--- config.mk ---
export PLATFORM = sky130hd
export DESIGN_NAME = scroll_ctrl
export DESIGN_NICKNAME = d
export VERILOG_FILES = /design/src/rtl/scroll_ctrl.sv
export SDC_FILE = /design/constraint.sdc
export NUM_CORES = 1
export LEC_CHECK = 0
export CORE_ASPECT_RATIO = 1.75
export CORE_MARGIN = 2
export CORE_UTILIZATION = 43
export DETAILED_ROUTE_END_ITERATION = 8
export SLEW_MARGIN = 20
export SYNTH_ARGS = -nofsm -noshare
export SYNTH_HDL_FRONTEND = slang
export SYNTH_SLANG_ARGS = --single-unit
--- constraint.sdc ---
create_clock -name CLOCK_50 -period 6.7 [get_ports CLOCK_50]
set_input_delay 2.01 -clock CLOCK_50 [delete_from_list [all_inputs] [get_ports CLOCK_50]]
set_output_delay 2.01 -clock CLOCK_50 [all_outputs]
set_load 0.005 [all_outputs]
--- src/rtl/scroll_ctrl.sv ---
// Control stage for the 7-segment text scroller: debounced buttons drive a run/pause
// FSM with four speeds and a direction toggle; emits a one-cycle step and a dir level.
module scroll_ctrl #(
  parameter int DEBOUNCE_CYCLES = 1000000,
  parameter int SPEED0_CYCLES   = 25000000,
  parameter int SPEED1_CYCLES   = 20000000,
  parameter int SPEED2_CYCLES   = 9000000,
  parameter int SPEED3_CYCLES   = 4000000
) (
  input  logic       CLOCK_50,
  input  logic       RESET,
  input  logic [2:0] key_n,
  output logic       step,
  output logic       dir,
  output logic [1:0] speed,
  output logic       paused
);

  localparam int TICK_W = 25;
  localparam int DB_W   = (DEBOUNCE_CYCLES > 2) ? $clog2(DEBOUNCE_CYCLES) : 1;
  localparam logic [DB_W-1:0] DB_LAST = DB_W'(DEBOUNCE_CYCLES - 1);

  localparam logic [0:0] ST_RUN    = 1'b0;
  localparam logic [0:0] ST_PAUSED = 1'b1;

  function automatic logic [TICK_W-1:0] period_of(input logic [1:0] s);
    case (s)
      2'd0:    period_of = TICK_W'(SPEED0_CYCLES);
      2'd1:    period_of = TICK_W'(SPEED1_CYCLES);
      2'd2:    period_of = TICK_W'(SPEED2_CYCLES);
      default: period_of = TICK_W'(SPEED3_CYCLES);
    endcase
  endfunction

  function automatic logic [1:0] next_speed(input logic [1:0] s);
    next_speed = s + 2'd1;
  endfunction

  logic [2:0]        r_key_p0;
  logic [2:0]        r_key_p1;
  logic [2:0]        r_stable;
  logic [2:0]        r_stable_d;
  logic [DB_W-1:0]   r_db_cnt [3];
  logic [TICK_W-1:0] r_tick_cnt;
  logic [0:0]        r_state;
  logic              r_step;
  logic              r_dir;
  logic [1:0]        r_speed;

  logic [2:0]        w_evt;
  logic              w_run;
  logic [TICK_W-1:0] w_period;
  logic              w_tc;
  logic              w_spd_evt;
  logic              w_single;

  // Stage p0/p1: two-flop synchronizer, released (1) out of reset
  always_ff @(posedge CLOCK_50 or posedge RESET) begin
    if (RESET) begin
      r_key_p0 <= 3'b111;
      r_key_p1 <= 3'b111;
    end else begin
      r_key_p0 <= key_n;
      r_key_p1 <= r_key_p0;
    end
  end

  // Debounce: any sample equal to the stable value restarts the count
  always_ff @(posedge CLOCK_50 or posedge RESET) begin
    if (RESET) begin
      for (int k = 0; k < 3; k++) r_db_cnt[k] <= '0;
      r_stable   <= 3'b111;
      r_stable_d <= 3'b111;
    end else begin
      r_stable_d <= r_stable;
      for (int k = 0; k < 3; k++) begin
        if (r_key_p1[k] == r_stable[k]) begin
          r_db_cnt[k] <= '0;
        end else if (r_db_cnt[k] == DB_LAST) begin
          r_stable[k] <= r_key_p1[k];
          r_db_cnt[k] <= '0;
        end else begin
          r_db_cnt[k] <= r_db_cnt[k] + DB_W'(1);
        end
      end
    end
  end

  // Press event: one cycle after the stable level falls; releases are ignored
  assign w_evt     = r_stable_d & ~r_stable;
  assign w_run     = (r_state == ST_RUN);
  assign w_period  = period_of(r_speed);
  assign w_tc      = w_run && (r_tick_cnt == (w_period - TICK_W'(1)));
  assign w_spd_evt = w_run & w_evt[1];
  assign w_single  = ~w_run & w_evt[1];

  // Control stage: every event sees the pre-update state of this cycle
  always_ff @(posedge CLOCK_50 or posedge RESET) begin
    if (RESET) begin
      r_state    <= ST_RUN;
      r_step     <= 1'b0;
      r_dir      <= 1'b1;
      r_speed    <= 2'd1;
      r_tick_cnt <= '0;
    end else begin
      r_step <= w_tc | w_single;
      if (w_evt[0]) r_state <= (r_state == ST_RUN) ? ST_PAUSED : ST_RUN;
      if (w_evt[2]) r_dir   <= ~r_dir;
      if (w_spd_evt) r_speed <= next_speed(r_speed);
      if (!w_run || w_evt[0] || w_spd_evt || w_tc) r_tick_cnt <= '0;
      else r_tick_cnt <= r_tick_cnt + TICK_W'(1);
    end
  end

  assign step   = r_step;
  assign dir    = r_dir;
  assign speed  = r_speed;
  assign paused = (r_state == ST_PAUSED);

endmodule

======== Word-level counts from Yosys, hierarchy flattened ========
Cells that the tools add are included.
word-level totals
  register bits after elaboration ......... 102
  input bits .............................. 5
  output and inout bits ................... 5
  word-level logic and storage cells ...... 56
cells by class
  $add $sub $neg .......................... 6
  eq/ne operators ......................... 9
  muxes and demuxes ....................... 9
  bitwise gates (word level) .............. 10
  reduce and logical (&&, ||, !) cells .... 8
operator list
  cell                                                 number
  2-to-1 mux 20 bit                                    6
  one-hot mux 25 bit (3 select lines)                  1
  adder 20 x 1 -> 20 bit (second input constant)       3
  == test 20 bit (second input constant)               3
  adder 25 x 1 -> 25 bit (second input constant)       1
  == test 25 bit                                       1
  2-to-1 mux 25 bit                                    1
  subtractor 25 x 1 -> 25 bit (second input constant)  1
  AND reduction 2 bit                                  3
  inverter 1 bit                                       5
  bitwise AND 3 bit                                    1
  == test 1 bit                                        3
  logical OR 1 bit                                     3
  inverter 3 bit                                       1
  adder 2 x 1 -> 2 bit (second input constant)         1
  bitwise AND 1 bit                                    2
  == test 2 x 1 -> 1 bit (second input constant)       1
  == test 2 bit (second input constant)                1
  logical NOT 2 bit                                    1
  logical AND 1 bit                                    1
  2-to-1 mux 1 bit                                     1
  bitwise OR 1 bit                                     1

======== Depth between registers and ports, before layout ========
Gate-level depths: netlist (run 1).
  word-level depth ........................ 7
  mapped depth ............................ 8
  depth with buffers taken out ............ 7

======== Least setup slack after synthesis (run 1) ========
OpenSTA, ideal clock, no wires.
  path kind ............................... reg-to-output
  start ................................... register r_speed[0] (netlist: speed[0])
  end ..................................... output port speed[0]
  arrival time ............................ 0.544 ns
  data required time ...................... 4.690 ns
  slack ................................... 4.146 ns
  stages on the path, launching flop included .. 1
  path buffers ............................ 0
  cell sequence ........................... dfstp_2
RTL lines
  element                   RTL line  text
  start: declaration        48        logic [1:0] r_speed;
  start signal: assignment  109       if (w_spd_evt) r_speed <= next_speed(r_speed);
  end: declaration          15        output logic [1:0] speed,
No word-level cell between the ends.

======== Worst setup path in the final report (run 1) ========
  start ................................... register r_speed[0] (netlist: speed[0])
  end ..................................... output port speed[0]
No word-level cell between the ends.

==> summary.md, run 1 <==
| Metric | Value |
|---|---|
| Register Area | 2570 um^2 |
| Initial antenna violation count | 0 |
| Dpl hpwl | 6340 um |
| Complex-gate fraction of the synthesized area | 1.29% |
| Crit start category | flip-flop |
| Max IR drop VDD | 0.138 mV |
| Power share of the combinational group | 2.5% |
| Die area | 12400 um^2 |
| Rel. slew slack | 40.8% |
| PD cells | 219 nW/um^2 |
| Worst Path Max Fanout | 6 |
| Cell count after synthesis | 490 |
| CP cell instances | clkdlybuf4s50_1 |
| Sw Share | 22.5% |
| Synth Area in XOR/XNOR | 15.3% |
| Fill cells | 1025 |
| Post-synthesis cell type count | 40 |
| Ant. Diodes | 0 |
| Synth area leaders | dfrtp_1, xor2_1, dfstp_2 |
| Placed Area | 5140 um^2 |
| Slew Limit Fails | 0 |
| Clk pin slew, worst setup/hold paths | 70 ps |
| Drt drc | 0 |
| Final net count | 515 |
| IO Port Bufs | 9 |
| Final worst-path cycle share | 51.3% |
| Cell-internal power | 0.000925 W |
| # setup viols final | 0 |
| Initial DRT Pass Iterations | 4 |
| Period minus WS final | 3440 ps |
| Final setup TNS | 0 ps |
| Area of the multi-input gates | 2260 um^2 |
| Core area | 11200 um^2 |
| Yosys top cell by area | dfrtp_1 |
| Drt wl/cell | 14.5 um |
| Syn_nets | 505 |
| CP max stage cell | dfstp_2 |
| Worst-Skew Late Latency | 350 ps |
| Slew @ Worst Pin | 887 ps |
| FF+latch count, synth | 102 |
| LEAKAGE | 2.27 nW |
| Area Growth Syn to Fin | 10.5% |
| Predominant post-synthesis flop cell | dfrtp_1 |
| Syn avg cell area | 10.1 um^2 |
| DIE WIDTH | 85 um |
| Pwr Total | 0.00119 W |
| Combinational family with the most area after synthesis | simple AND/OR/NAND/NOR gates |
| CP max stage delay | 580 ps |
| Total track usage | 16.1% |
| Critical path buffers and inverters | 1 |
| Top Ports | 10 |
| Postcts setup bufs | 0 |
| Pin count of the biggest net entering global routing | 62 |
| P_sw | 0.000269 W |
| Largest delay contributor family on the critical path | flip-flops |
| H-tree depth | 3 |
| DR vias/cell | 5.47 |
| Placer Congestion | 0.775 |
| WL final | 9230 um |
| Core Util, Final | 48.9% |
| Routed Antenna Nets | 0 |
| Area share of the largest cell type after synthesis | 44.6% |
| Reg power frac | 52.7% |
| Congestion Overflow GR | 0 |
| Skew final | 9.92 ps |
| Unrepaired setup endpoints after global routing | false |
| Adder-cell share of the synthesized area | 2.53% |
| Kind of critical path | reg -> out |
| Via count | 3485 |
| 1st-iter DRT viols | 182 |
| CTS tree | yes |
| EDFF count, synth | 0 |
| Ys Warns | 0 |
| WP data required | 4690 ps |
| Worst Hold Class | reg -> reg |
| CP endpoint kind | output pin |
| Mux share of post-synthesis cell area | 0.684% |
| Seq/Total Area, Yosys | 52.1% |
| Vias in the first global route | 3569 |
| Die Y | 146 um |
| Clock share of power | 44.8% |
| Simple-gate share of the synthesized area | 26.1% |
| Initial Util | 44.2% |
| Cts hold-fix bufs | 0 |
| Max Root-Sink Buffers | 2 |
| Share of cells above drive strength 1 | 8.51% |
| Max Cap Viol | 0 |
| Clk sinks | 102 |
| Cts bufs inserted | 9 |
| Post-synth ARST share | 100% |
| Design area | 5460 um^2 |
| Max Clock Freq | 291 MHz |
| Root Driver | clkbuf_16 |
| Row cnt | 51 |
| Cell area after synthesis | 4940 um^2 |
| Post-CTS sizing | 0 |
| First-pass GRT wire length | 16400 um |
| Status | finished, final reports clean |
| Final Hold Fails | 0 |
| WP data arrival | 1430 ps |
## sequential cells by signal, indices dropped and copies added, names as in the netlist, 2 cells and up
name / flops
r_db_cnt: 60
r_key_p0: 3
r_key_p1: 3
r_stable: 3
r_stable_d: 3
r_tick_cnt: 25
speed: 2
## layer usage
metal  share of wire (%)  global-route usage (%)
met1                  41                    19.5
met2                  54                    28.3
met3                 1.9                    2.21
met5                   0                       0
met4                 2.4                    6.98
## per-stage QoR
stage,std cells,hold WS [ps],setup WS [ps]
6_report,637,356,3260
5_1_grt,637,359,3190
4_1_cts,636,357,3250
3_5_place_dp,620,347,3070
3_3_place_gp,620,347,3100
2_1_floorplan,490,345,2040
## final timing paths
check | startpoint | end | slack (ps) | cells after the start
setup reg to reg | speed[0] | r_tick_cnt[22] | 3950 | 7
min in group asynchronous | RESET | r_db_cnt[19] | 2140 | 2
hold / removal | r_key_p0[1] | r_key_p1[1] | 360 | 0
hold reg to reg | r_key_p0[1] | r_key_p1[1] | 360 | 0
setup / recovery | speed[0] | speed[0] | 3260 | 1
max in group asynchronous | RESET | r_db_cnt[22] | 3520 | 3
## logic make-up after synthesis
group           count (synthesis)
compound gates                 10
xor+xnor                       86
fa+ha+maj                      10
buf+inv                        23
flops                         102
mux                             3
simple gates                  256
## cell type report
class | count | share of cell area, %
Clock buffer | 9 | 4.13
Inverter | 11 | 0.803
Clock inverter | 7 | 1.47
Tap cell | 132 | 3.03
Sequential cell | 102 | 47.1
Timing Repair Buffer | 11 | 1.99
Multi-Input combinational cell | 365 | 41.5
## power groups by stage
stage | sequential [W] | clock, W | combinational (W)
CTS | 0.000630 | 0.000547 | 0.0000312
floorplan | 0.000640 | 0 | 0.0000224
detailed placement | 0.000642 | 0 | 0.0000312
global placement | 0.000642 | 0 | 0.0000305
global route | 0.000631 | 0.000573 | 0.0000346
finish | 0.000630 | 0.000535 | 0.0000295
## cell usage after synthesis (all sizes together), types with 2 or more instances
cell    count
and3        8
and4        5
dfstp      14
o22ai       2
nor2b       3
nand2b      4
nor2       78
nand2      33
nor4       17
ha         10
xnor2      33
nand4      24
mux2        3
inv        11
buf         7
o21ai       3
clkbuf      5
nand3      41
dfrtp      88
nor3       29
or2         4
nand3b      2
xor2       53
## layout by cell type (no fill, tap or decap), drive strengths merged, types with 9 or more instances in the layout
master	Yosys	final
nand4	24	24
xnor2	33	33
clkdlybuf4s50	0	9
clkbuf	5	9
nand2	33	33
dfrtp	88	88
nor4	17	17
nor2	78	78
inv	11	14
xor2	53	53
nand3	41	41
nor3	29	29
dfstp	14	14
ha	10	10
Note: power is estimated with default switching activity, not from simulation.
==> run 2, diff against run 1 <==
==> constraint.sdc (replaced) <==
create_clock -name CLOCK_50 -period 3.38 [get_ports CLOCK_50]
set_input_delay 1.014 -clock CLOCK_50 [delete_from_list [all_inputs] [get_ports CLOCK_50]]
set_output_delay 1.014 -clock CLOCK_50 [all_outputs]
set_load 0.005 [all_outputs]
==> run 2 against run 1 <==
Non-clock buffer count up 1. Clock power up 96%. Utilization up 0.13 points. Via count down 0.46%. Count of clock-buffer cells in the layout unchanged. Register-to-register slack worse by 3000 ps. Final area up 0.28%. Critical path depth up 6.
==> summary.md, run 2 (synthesized netlist as in run 1, its figures left out) <==
| Metric | Value |
|---|---|
| WP data required | 3580 ps (-1110 ps) |
| Postcts setup bufs | 0 (unchanged) |
| Via count | 3469 (-0.46%) |
| Commonest non-fill, non-tap cell in the layout | dfrtp_1 |
| Met2 usage in global routing | 28.6% (+0.35 points) |
| PD cells | 432 nW/um^2 (+97%) |
| LEAKAGE | 2.28 nW (+0.38%) |
| Final setup TNS | 0 ps (unchanged) |
| Crit start category | flip-flop |
| IO Port Bufs | 9 (unchanged) |
| Largest delay contributor family on the critical path | flip-flops |
| Die Y | 146 um (unchanged) |
| Kind of critical path | reg -> reg |
| R2R Path End | r_tick_cnt[5] |
| Met3 Use GR | 2.55% (+0.34 points) |
| Critical path buffers and inverters | 2 (+1) |
| H-tree depth | 3 (unchanged) |
| Max IR drop VDD | 0.285 mV (+110%) |
| Max Root-Sink Buffers | 2 (unchanged) |
| Row cnt | 51 (unchanged) |
| Design area | 5470 um^2 (+0.28%) |
| Routed Antenna Nets | 0 (unchanged) |
| Slew Limit Fails | 0 (unchanged) |
| Pwr Total | 0.00236 W (+98%) |
| Hold slack | 348 ps (-8.06 ps) |
| CP max stage cell | dfstp_2 |
| Dpl hpwl | 6370 um (+0.52%) |
| Clk pin slew, worst setup/hold paths | 70 ps (about the same) |
| DR vias/cell | 5.44 (-0.62%) |
| Reg2reg setup slack | 900 ps (-3050 ps) |
| Worst reg-to-reg path cell count | 7 (unchanged) |
| Clk sinks | 102 (unchanged) |
| Placed Area | 5170 um^2 (+0.56%) |
| CP max stage delay | 580 ps (about the same) |
| Top Registers | r_db_cnt (60), r_tick_cnt (25) |
| # setup viols final | 0 (unchanged) |
| Worst Path Max Fanout | 21 (+15) |
| Initial antenna violation count | 0 (unchanged) |
| CTS tree | yes |
| Skew final | 8.36 ps (-1.56 ps) |
| Total track usage | 16.3% (+0.18 points) |
| Max Cap Viol | 0 (unchanged) |
| Fill cells | 1044 (+1.9%) |
| Pre-CTS WS | 911 ps (-2150 ps) |
| Cts hold-fix bufs | 0 (unchanged) |
| DIE WIDTH | 85 um (unchanged) |
| Vias in the first global route | 3738 (+4.7%) |
| Rel. slew slack | 44.9% (+4.0 points) |
| Biggest register | r_db_cnt |
| Slew @ Worst Pin | 827 ps (-60.6 ps) |
| Core area | 11200 um^2 (unchanged) |
| Top Usage Layer GRT | met2 |
| Hold endpoint | r_key_p1[2] |
| Initial Util | 44.2% (unchanged) |
| Post-CTS sizing | 0 (unchanged) |
| Final worst-path cycle share | 73.3% |
| Min-delay src | r_key_p0[2] |
| Unrepaired setup endpoints after global routing | false |
| Cts bufs inserted | 9 (unchanged) |
| Congestion Overflow GR | 0 (unchanged) |
| WL final | 9180 um (-0.46%) |
| CP endpoint kind | flip-flop |
| Fin worst setup slack | 904 ps (-2360 ps) |
| Status | finished, final reports clean |
| Worst R2R Start | speed[0] |
| Worst Hold Class | reg -> reg |
| Top Ports | 10 (unchanged) |
| Ant. Diodes | 0 (unchanged) |
| Initial DRT Pass Iterations | 4 (unchanged) |
| Largest register FFs | 60 (unchanged) |
| Placer Congestion | 0.796 (+2.7%) |
| Worst-Skew Late Latency | 340 ps (about the same) |
| Root Driver | clkbuf_16 |
| Drt wl/cell | 14.4 um (-0.61%) |
| Drt drc | 0 (unchanged) |
| Period minus WS final | 2480 ps |
| Final Hold Fails | 0 (unchanged) |
| Met1 Usage GRT | 19.5% (about the same) |
| Most frequent cells in the layout | dfrtp_1, nor2_1, xor2_1 |
| Hold depth | 0 (unchanged) |
| WP data arrival | 2670 ps (+1240 ps) |
| First-pass GRT wire length | 16700 um (+2.0%) |
| Pin count of the biggest net entering global routing | 57 (-8.1%) |
| Max Clock Freq | 404 MHz |
| CP cell instances | inv_1 > ha_1 > o41ai_1 > xor2_1 > nor4_4 > buf_4 > nor3_1 |
| Area Growth Syn to Fin | 10.8% |
| Share of cells above drive strength 1 | 8.70% (+0.18 points) |
| Die area | 12400 um^2 (unchanged) |
| 1st-iter DRT viols | 157 (-14%) |
| Final net count | 516 (+0.19%) |
==> run 2: cell types whose count changed in the layout (fill, tap and decap cells not counted), sizes merged <==
cell	previous run	this run
buf	2	3
==> run 2: stage by stage <==
stage / instances / utilization [%]
finish: 638 / 49.0
global route: 638 / 49.0
CTS: 638 / 49.0
detailed placement: 622 / 46.3
global placement: 622 / 46.3
floorplan: 490 / -
==> run 2: cell type report <==
class,count,area [um^2],area share (%)
inverters,11,45.0,0.823
multi-input cells,365,2260,41.4
flip-flops and latches,102,2570,47.0
repair buffers,12,125,2.29
clock buffers,9,225,4.12
well taps,132,165,3.02
clock inverters,7,77.6,1.42
==> run 2: worst max-delay path by stage <==
stage | from | endpoint | slack [ps] | depth (start not counted)
floorplan | RESET | paused | 1160 | 1
global placement | speed[0] | r_tick_cnt[14] | 1000 | 7
detailed placement | speed[0] | r_tick_cnt[12] | 910 | 7
CTS | speed[0] | r_tick_cnt[23] | 900 | 7
global route | speed[0] | r_tick_cnt[18] | 770 | 7
finish | speed[0] | r_tick_cnt[5] | 900 | 7
==> run 2: power by group <==
part / leakage [nW] / internal, W / switching [W] / total (W)
clock network: 0.147 / 0.000584 / 0.000469 / 0.00105
registers: 1.35 / 0.00124 / 0.0000141 / 0.00125
logic: 0.782 / 0.0000179 / 0.0000440 / 0.0000619
==> run 2: layer usage <==
metal	vias up	wire, um
met5	-	0
met4	0	142
met3	8	225
met2	46	4840
met1	1711	3970
li1	1704	-
